File: src/rtl/pool_window_ctrl.sv
// Pooling line-buffer sequencer.
// Takes one raster-order IX x IY feature map and produces line-buffer write
// controls. After each complete KxK, stride-K window it raises a registered
// window event that carries the pooled coordinates.
//
// state    | meaning
// ---------+-----------------------------------------------------------
// ST_IDLE  | waiting for i_start; no pixels are accepted
// ST_RUN   | accepting pixels; stalls while a window waits downstream
// ST_FLUSH | last pixel taken; waiting for the final window to drain
module pool_window_ctrl #(
  parameter int IX = 32,
  parameter int IY = 32,
  parameter int K  = 2
) (
  input  logic                      clk,
  input  logic                      reset_n,
  input  logic                      i_start,
  input  logic                      i_in_valid,
  output logic                      o_in_ready,
  output logic                      o_lb_wr_en,
  output logic [$clog2(IX)-1:0]     o_lb_wr_addr,
  output logic [$clog2(K)-1:0]      o_lb_row_sel,
  output logic                      o_win_valid,
  input  logic                      i_out_ready,
  output logic [$clog2(IX/K)-1:0]   o_win_x,
  output logic [$clog2(IY/K)-1:0]   o_win_y,
  output logic                      o_busy,
  output logic                      o_frame_done
);

  localparam int XW  = $clog2(IX);
  localparam int YW  = $clog2(IY);
  localparam int KW  = $clog2(K);
  localparam int WXW = $clog2(IX/K);
  localparam int WYW = $clog2(IY/K);

  localparam logic [XW-1:0] X_LAST = XW'(IX - 1);
  localparam logic [YW-1:0] Y_LAST = YW'(IY - 1);
  localparam logic [KW-1:0] K_LAST = KW'(K - 1);

  localparam logic [1:0] ST_IDLE  = 2'd0;
  localparam logic [1:0] ST_RUN   = 2'd1;
  localparam logic [1:0] ST_FLUSH = 2'd2;

  logic [1:0]     state_q, state_d;
  logic [XW-1:0]  x_q, x_d;
  logic [YW-1:0]  y_q, y_d;
  // kx/ky are the position inside the window, and wx/wy are the window index
  // of the current pixel. Keeping them as separate counters avoids a mod and
  // a divide by K on the pixel counters.
  logic [KW-1:0]  kx_q, kx_d;
  logic [KW-1:0]  ky_q, ky_d;
  logic [WXW-1:0] wx_q, wx_d;
  logic [WYW-1:0] wy_q, wy_d;
  logic           win_valid_q, win_valid_d;
  logic [WXW-1:0] win_x_q, win_x_d;
  logic [WYW-1:0] win_y_q, win_y_d;
  logic           done_q, done_d;

  logic in_ready, acc, fire, consume;
  logic x_last, y_last, kx_last, ky_last;

  // Handshake and window-completion decode
  always_comb begin
    in_ready = (state_q == ST_RUN) && !(win_valid_q && !i_out_ready);
    acc      = i_in_valid && in_ready;
    x_last   = (x_q == X_LAST);
    y_last   = (y_q == Y_LAST);
    kx_last  = (kx_q == K_LAST);
    ky_last  = (ky_q == K_LAST);
    fire     = acc && kx_last && ky_last;
    consume  = win_valid_q && i_out_ready;
  end

  // Next-state: FSM, pixel/window counters and the pending-window register
  always_comb begin
    state_d     = state_q;
    x_d         = x_q;
    y_d         = y_q;
    kx_d        = kx_q;
    ky_d        = ky_q;
    wx_d        = wx_q;
    wy_d        = wy_q;
    win_valid_d = win_valid_q;
    win_x_d     = win_x_q;
    win_y_d     = win_y_q;
    done_d      = 1'b0;

    case (state_q)
      ST_IDLE: begin
        if (i_start) begin
          state_d = ST_RUN;
          x_d     = '0;
          y_d     = '0;
          kx_d    = '0;
          ky_d    = '0;
          wx_d    = '0;
          wy_d    = '0;
        end
      end
      ST_RUN: begin
        if (acc) begin
          if (x_last) begin
            x_d  = '0;
            kx_d = '0;
            wx_d = '0;
            if (y_last) begin
              y_d     = '0;
              ky_d    = '0;
              wy_d    = '0;
              state_d = ST_FLUSH;
            end else begin
              y_d  = y_q + 1'b1;
              ky_d = ky_last ? '0 : ky_q + 1'b1;
              wy_d = ky_last ? wy_q + 1'b1 : wy_q;
            end
          end else begin
            x_d  = x_q + 1'b1;
            kx_d = kx_last ? '0 : kx_q + 1'b1;
            wx_d = kx_last ? wx_q + 1'b1 : wx_q;
          end
        end
      end
      ST_FLUSH: begin
        if (!win_valid_q || i_out_ready) begin
          state_d = ST_IDLE;
          done_d  = 1'b1;
        end
      end
      default: state_d = ST_IDLE;
    endcase

    // A fire overrides a same-cycle consume, so the new window follows the
    // old one with no gap.
    if (fire) begin
      win_valid_d = 1'b1;
      win_x_d     = wx_q;
      win_y_d     = wy_q;
    end else if (consume) begin
      win_valid_d = 1'b0;
    end
  end

  // State registers; asynchronous reset drops any pending window
  always_ff @(posedge clk or negedge reset_n) begin
    if (!reset_n) begin
      state_q     <= ST_IDLE;
      x_q         <= '0;
      y_q         <= '0;
      kx_q        <= '0;
      ky_q        <= '0;
      wx_q        <= '0;
      wy_q        <= '0;
      win_valid_q <= 1'b0;
      win_x_q     <= '0;
      win_y_q     <= '0;
      done_q      <= 1'b0;
    end else begin
      state_q     <= state_d;
      x_q         <= x_d;
      y_q         <= y_d;
      kx_q        <= kx_d;
      ky_q        <= ky_d;
      wx_q        <= wx_d;
      wy_q        <= wy_d;
      win_valid_q <= win_valid_d;
      win_x_q     <= win_x_d;
      win_y_q     <= win_y_d;
      done_q      <= done_d;
    end
  end

  // Output drive
  always_comb begin
    o_in_ready   = in_ready;
    o_lb_wr_en   = acc;
    o_lb_wr_addr = x_q;
    o_lb_row_sel = ky_q;
    o_win_valid  = win_valid_q;
    o_win_x      = win_x_q;
    o_win_y      = win_y_q;
    o_busy       = (state_q == ST_RUN);
    o_frame_done = done_q;
  end

endmodule
File: config.mk
export PLATFORM = sky130hd
export DESIGN_NAME = pool_window_ctrl
export DESIGN_NICKNAME = d
export VERILOG_FILES = /design/src/rtl/pool_window_ctrl.sv
export SDC_FILE = /design/constraint.sdc
export NUM_CORES = 1
export LEC_CHECK = 0
export ABC_CLOCK_PERIOD_IN_PS = 2600
export CAP_MARGIN = 20
export CORE_ASPECT_RATIO = 1.4
export CORE_MARGIN = 10
export CORE_UTILIZATION = 53
export DETAILED_ROUTE_END_ITERATION = 8
export PLACE_DENSITY_LB_ADDON = 0.2
export SETUP_SLACK_MARGIN = 0.4
export SYNTH_ARGS = -nofsm -noshare
export SYNTH_HDL_FRONTEND = slang
export SYNTH_SLANG_ARGS = --single-unit
File: constraint.sdc
create_clock -name clk -period 2.6 [get_ports clk]
set_input_delay 0.52 -clock clk [delete_from_list [all_inputs] [get_ports clk]]
set_output_delay 0.52 -clock clk [all_outputs]
set_load 0.01 [all_outputs]
==> impl_metrics.py <==
metrics = {
    "logic_synthesis": {
        "synthTopCellsByArea": "dfrtp_1, mux2_2, ha_1",
        "synth_area_leader_cell": "dfrtp_1",
        "async_flop_share_pct": 100,
        "syn_nets": 157,
        "ys_types": 35,
        "synth_warnings": 0,
        "syn_area_um2": 1620,
        "ys_seq_elements": 32,
        "yosys_most_used_dff": "dfrtp_1",
        "syn_inst": 146,
        "synth_edf_count": 0,
        "synth_top_area_share_pct": 49.5,
        "syn_area_per_cell_um2": 11.1,
        "ys_seq_area_share_pct": 49.5,
    },
    "timing": {
        "report.final.slew_viol_count": 0,
        "hold_ws_ns": 0.506,
        "hold_violations": 0,
        "slew_headroom_pct": 57.1,
        "skew_ns": 0.00803,
        "worstMarginPinSlew_ns": 0.642,
        "clock.fmax_ghz": 0.470,
        "fin_crit_sh_pct": 81.8,
        "setup_violations": 0,
        "rsz0062_at_grt": "false",
        "layout_min_cycle_time_ns": 2.13,
        "setup_tns_ns": 0,
    },
    "cts": {
        "cts_tree": "yes",
        "htreeDepth": 2,
        "clock-sinks": 32,
        "clk_latency_ns": 0.29,
        "cts_buffers": 5,
        "cts.clk_slew.worst_paths_ns": 0.07,
        "cts-root-buf": "clkbuf_8",
        "clock_path_buffers": 2,
        "postCtsHoldBufs": 0,
    },
    "placed_design": {
        "numPortBuffers": 23,
        "routabilityCongestion": 0.851,
        "place_area_um2": 1890,
        "place_hpwl_um": 2480,
    },
    "outcome": {
        "status": "finished clean",
    },
    "power_and_ir_drop": {
        "power_density_nw_per_um2": 867,
        "clkPwrFrac_pct": 29.6,
        "power.share.sequential_pct": 42.6,
        "p_sw_w": 0.000540,
        "leakage_nw": 0.895,
        "p_comb_share_pct": 27.7,
        "p_int_w": 0.00123,
        "ir_drop_v": 0.000590,
        "swShare_pct": 30.5,
    },
    "global_route": {
        "grtUsageTotal_pct": 13.6,
        "antenna_found_initial": 0,
        "grt_pass1_wl_um": 6080,
        "first_global_vias": 1308,
        "grt-ovfl-total": 0,
        "grt_max_degree": 33,
    },
    "floorplanning": {
        "std_cell_rows": 23,
        "initial_core_util_pct": 55.7,
        "die-height_um": 85.4,
        "core_um2": 2910,
        "dieWidth_um": 66.7,
        "io_pins": 24,
        "dieArea_um2": 5690,
    },
    "job": {
        "maxCapViolCount": 0,
    },
    "setup_path": {
        "start_kind": "flop",
        "path_class": "flop to primary output",
        "end_kind": "primary output",
        "critPathMaxFanout": 5,
        "worstPathRequired_ns": 2.08,
        "cp_data_arrival_time_ns": 1.61,
    },
    "layout": {
        "final_area_um2": 2040,
        "finalNetCount": 188,
        "antenna_cells": 0,
        "syn_to_final_growth_pct": 26.3,
        "drive_gt1_share_pct": 18.0,
    },
    "drt": {
        "routed_via_density": 5.90,
        "vias": 1268,
        "wirelength_um": 3600,
        "ant_nets": 0,
        "wl_per_cell_um": 16.7,
        "drcViolationCount": 0,
        "firstDrtPassIters": 4,
        "drtIter0Drc": 74,
    },
    "min_path": {
        "hold_path.class": "flop to flop",
    },
}
==> sequential cells by signal, indices dropped and copies added (netlist names) <==
name	count
o_lb_wr_addr	5
y_q	5
o_win_x	4
o_win_y	4
wx_q	4
wy_q	4
state_q	2
kx_last	1
o_frame_done	1
o_lb_row_sel	1
o_win_valid	1
==> final timing paths <==
kind / start / endpoint / slack, ns / depth (start not counted)
min in group asynchronous: reset_n / o_win_x[0]$_DFFE_PN0P_ / 0.63 / 2
worst min register to register: o_win_x[1]$_DFFE_PN0P_ / o_win_x[1]$_DFFE_PN0P_ / 0.51 / 1
worst min-delay path: o_win_x[1]$_DFFE_PN0P_ / o_win_x[1]$_DFFE_PN0P_ / 0.51 / 1
worst max register to register: y_q[0]$_DFFE_PN0P_ / y_q[3]$_DFFE_PN0P_ / 0.56 / 7
max in group asynchronous: reset_n / state_q[0]$_DFFE_PN0P_ / 1.66 / 2
worst max-delay path: state_q[1]$_DFFE_PN0P_ / o_busy / 0.47 / 3
==> power by group through the flow <==
stage	Clock, W	Combinational, W	Sequential [W]
3_3_place_gp	0	0.000482	0.000753
5_1_grt	0.000556	0.000551	0.000779
4_1_cts	0.000537	0.000501	0.000753
3_5_place_dp	0	0.000500	0.000761
2_1_floorplan	0	0.000245	0.000769
6_report	0.000525	0.000491	0.000756
==> cell families (layout without fill, tap and decap cells) <==
logic type      count (synthesis)  in the layout  share of synthesized area [%]
compound gates                 37             37                           16.6
flops                          32             32                           49.5
buf+inv                        13             45                           4.10
fa+ha+maj                       6              6                           4.64
simple gates                   46             46                           17.2
mux                            12             12                           8.04
==> metal layers <==
| layer | vias to the layer above | global-route usage, % | share of wire, % |
|---|---|---|---|
| li1 | 606 | - | - |
| met1 | 637 | 14.6 | 40 |
| met2 | 18 | 22.8 | 53 |
| met3 | 7 | 5.79 | 5.5 |
| met4 | 0 | 5.35 | 1.5 |
| met5 | - | 0 | 0 |
==> cell usage in the layout (no fill, tap or decap), drive strengths merged, types with 8 or more instances in the layout <==
master	Yosys	final
dfrtp	32	32
clkdlybuf4s50	0	21
o21ai	12	12
nor2	9	9
o31ai	9	9
nand2	8	8
mux2	8	8
o41ai	8	8
==> stage by stage <==
stage	std cells	worst slack, ns	total power (W)	utilization [%]
3_5_place_dp	204	0.198	0.00126	65.0
6_report	215	0.474	0.00177	70.3
5_1_grt	215	0.396	0.00189	70.3
2_1_floorplan	146	0.702	0.00101	-
4_1_cts	212	0.412	0.00179	69.4
3_3_place_gp	204	0.210	0.00123	65.0
==> worst max-delay path, stage by stage, from the launching register on <==
cell             delay [ns]
dfrtp_1                0.38
nand2b_1               0.24
inv_2                  0.15
clkdlybuf4s50_1        0.55
==> timing repair <==
action / CTS / global route
resized for setup: 3 / 1
gates cloned: 0 / 0
setup endpoints to repair: 3 / 3
setup buffers: 0 / 3
==> synthesized netlist by cell type (2+ instances only) <==
cell type,n
buf_2,2
a31oi_1,2
o31ai_1,9
a21oi_1,5
nand2_1,8
inv_1,6
nand3_1,5
nor2b_1,4
nand4_1,4
o41ai_1,6
and3_1,2
nor2_1,9
o21ai_0,11
or4_1,3
buf_6,2
nand2b_1,3
ha_1,6
mux2i_1,4
mux2_2,8
dfrtp_1,32
==> area by class of cell <==
type	count	area, um2
tap	37	46.3
timing repair buffer	30	280
clock buffer	7	96.3
sequential	32	802
clock inverter	1	30.0
fill	221	863
inverter	7	26.3
multi-input combinational	101	762
No activity file was read; power rests on OpenSTA's default activity.
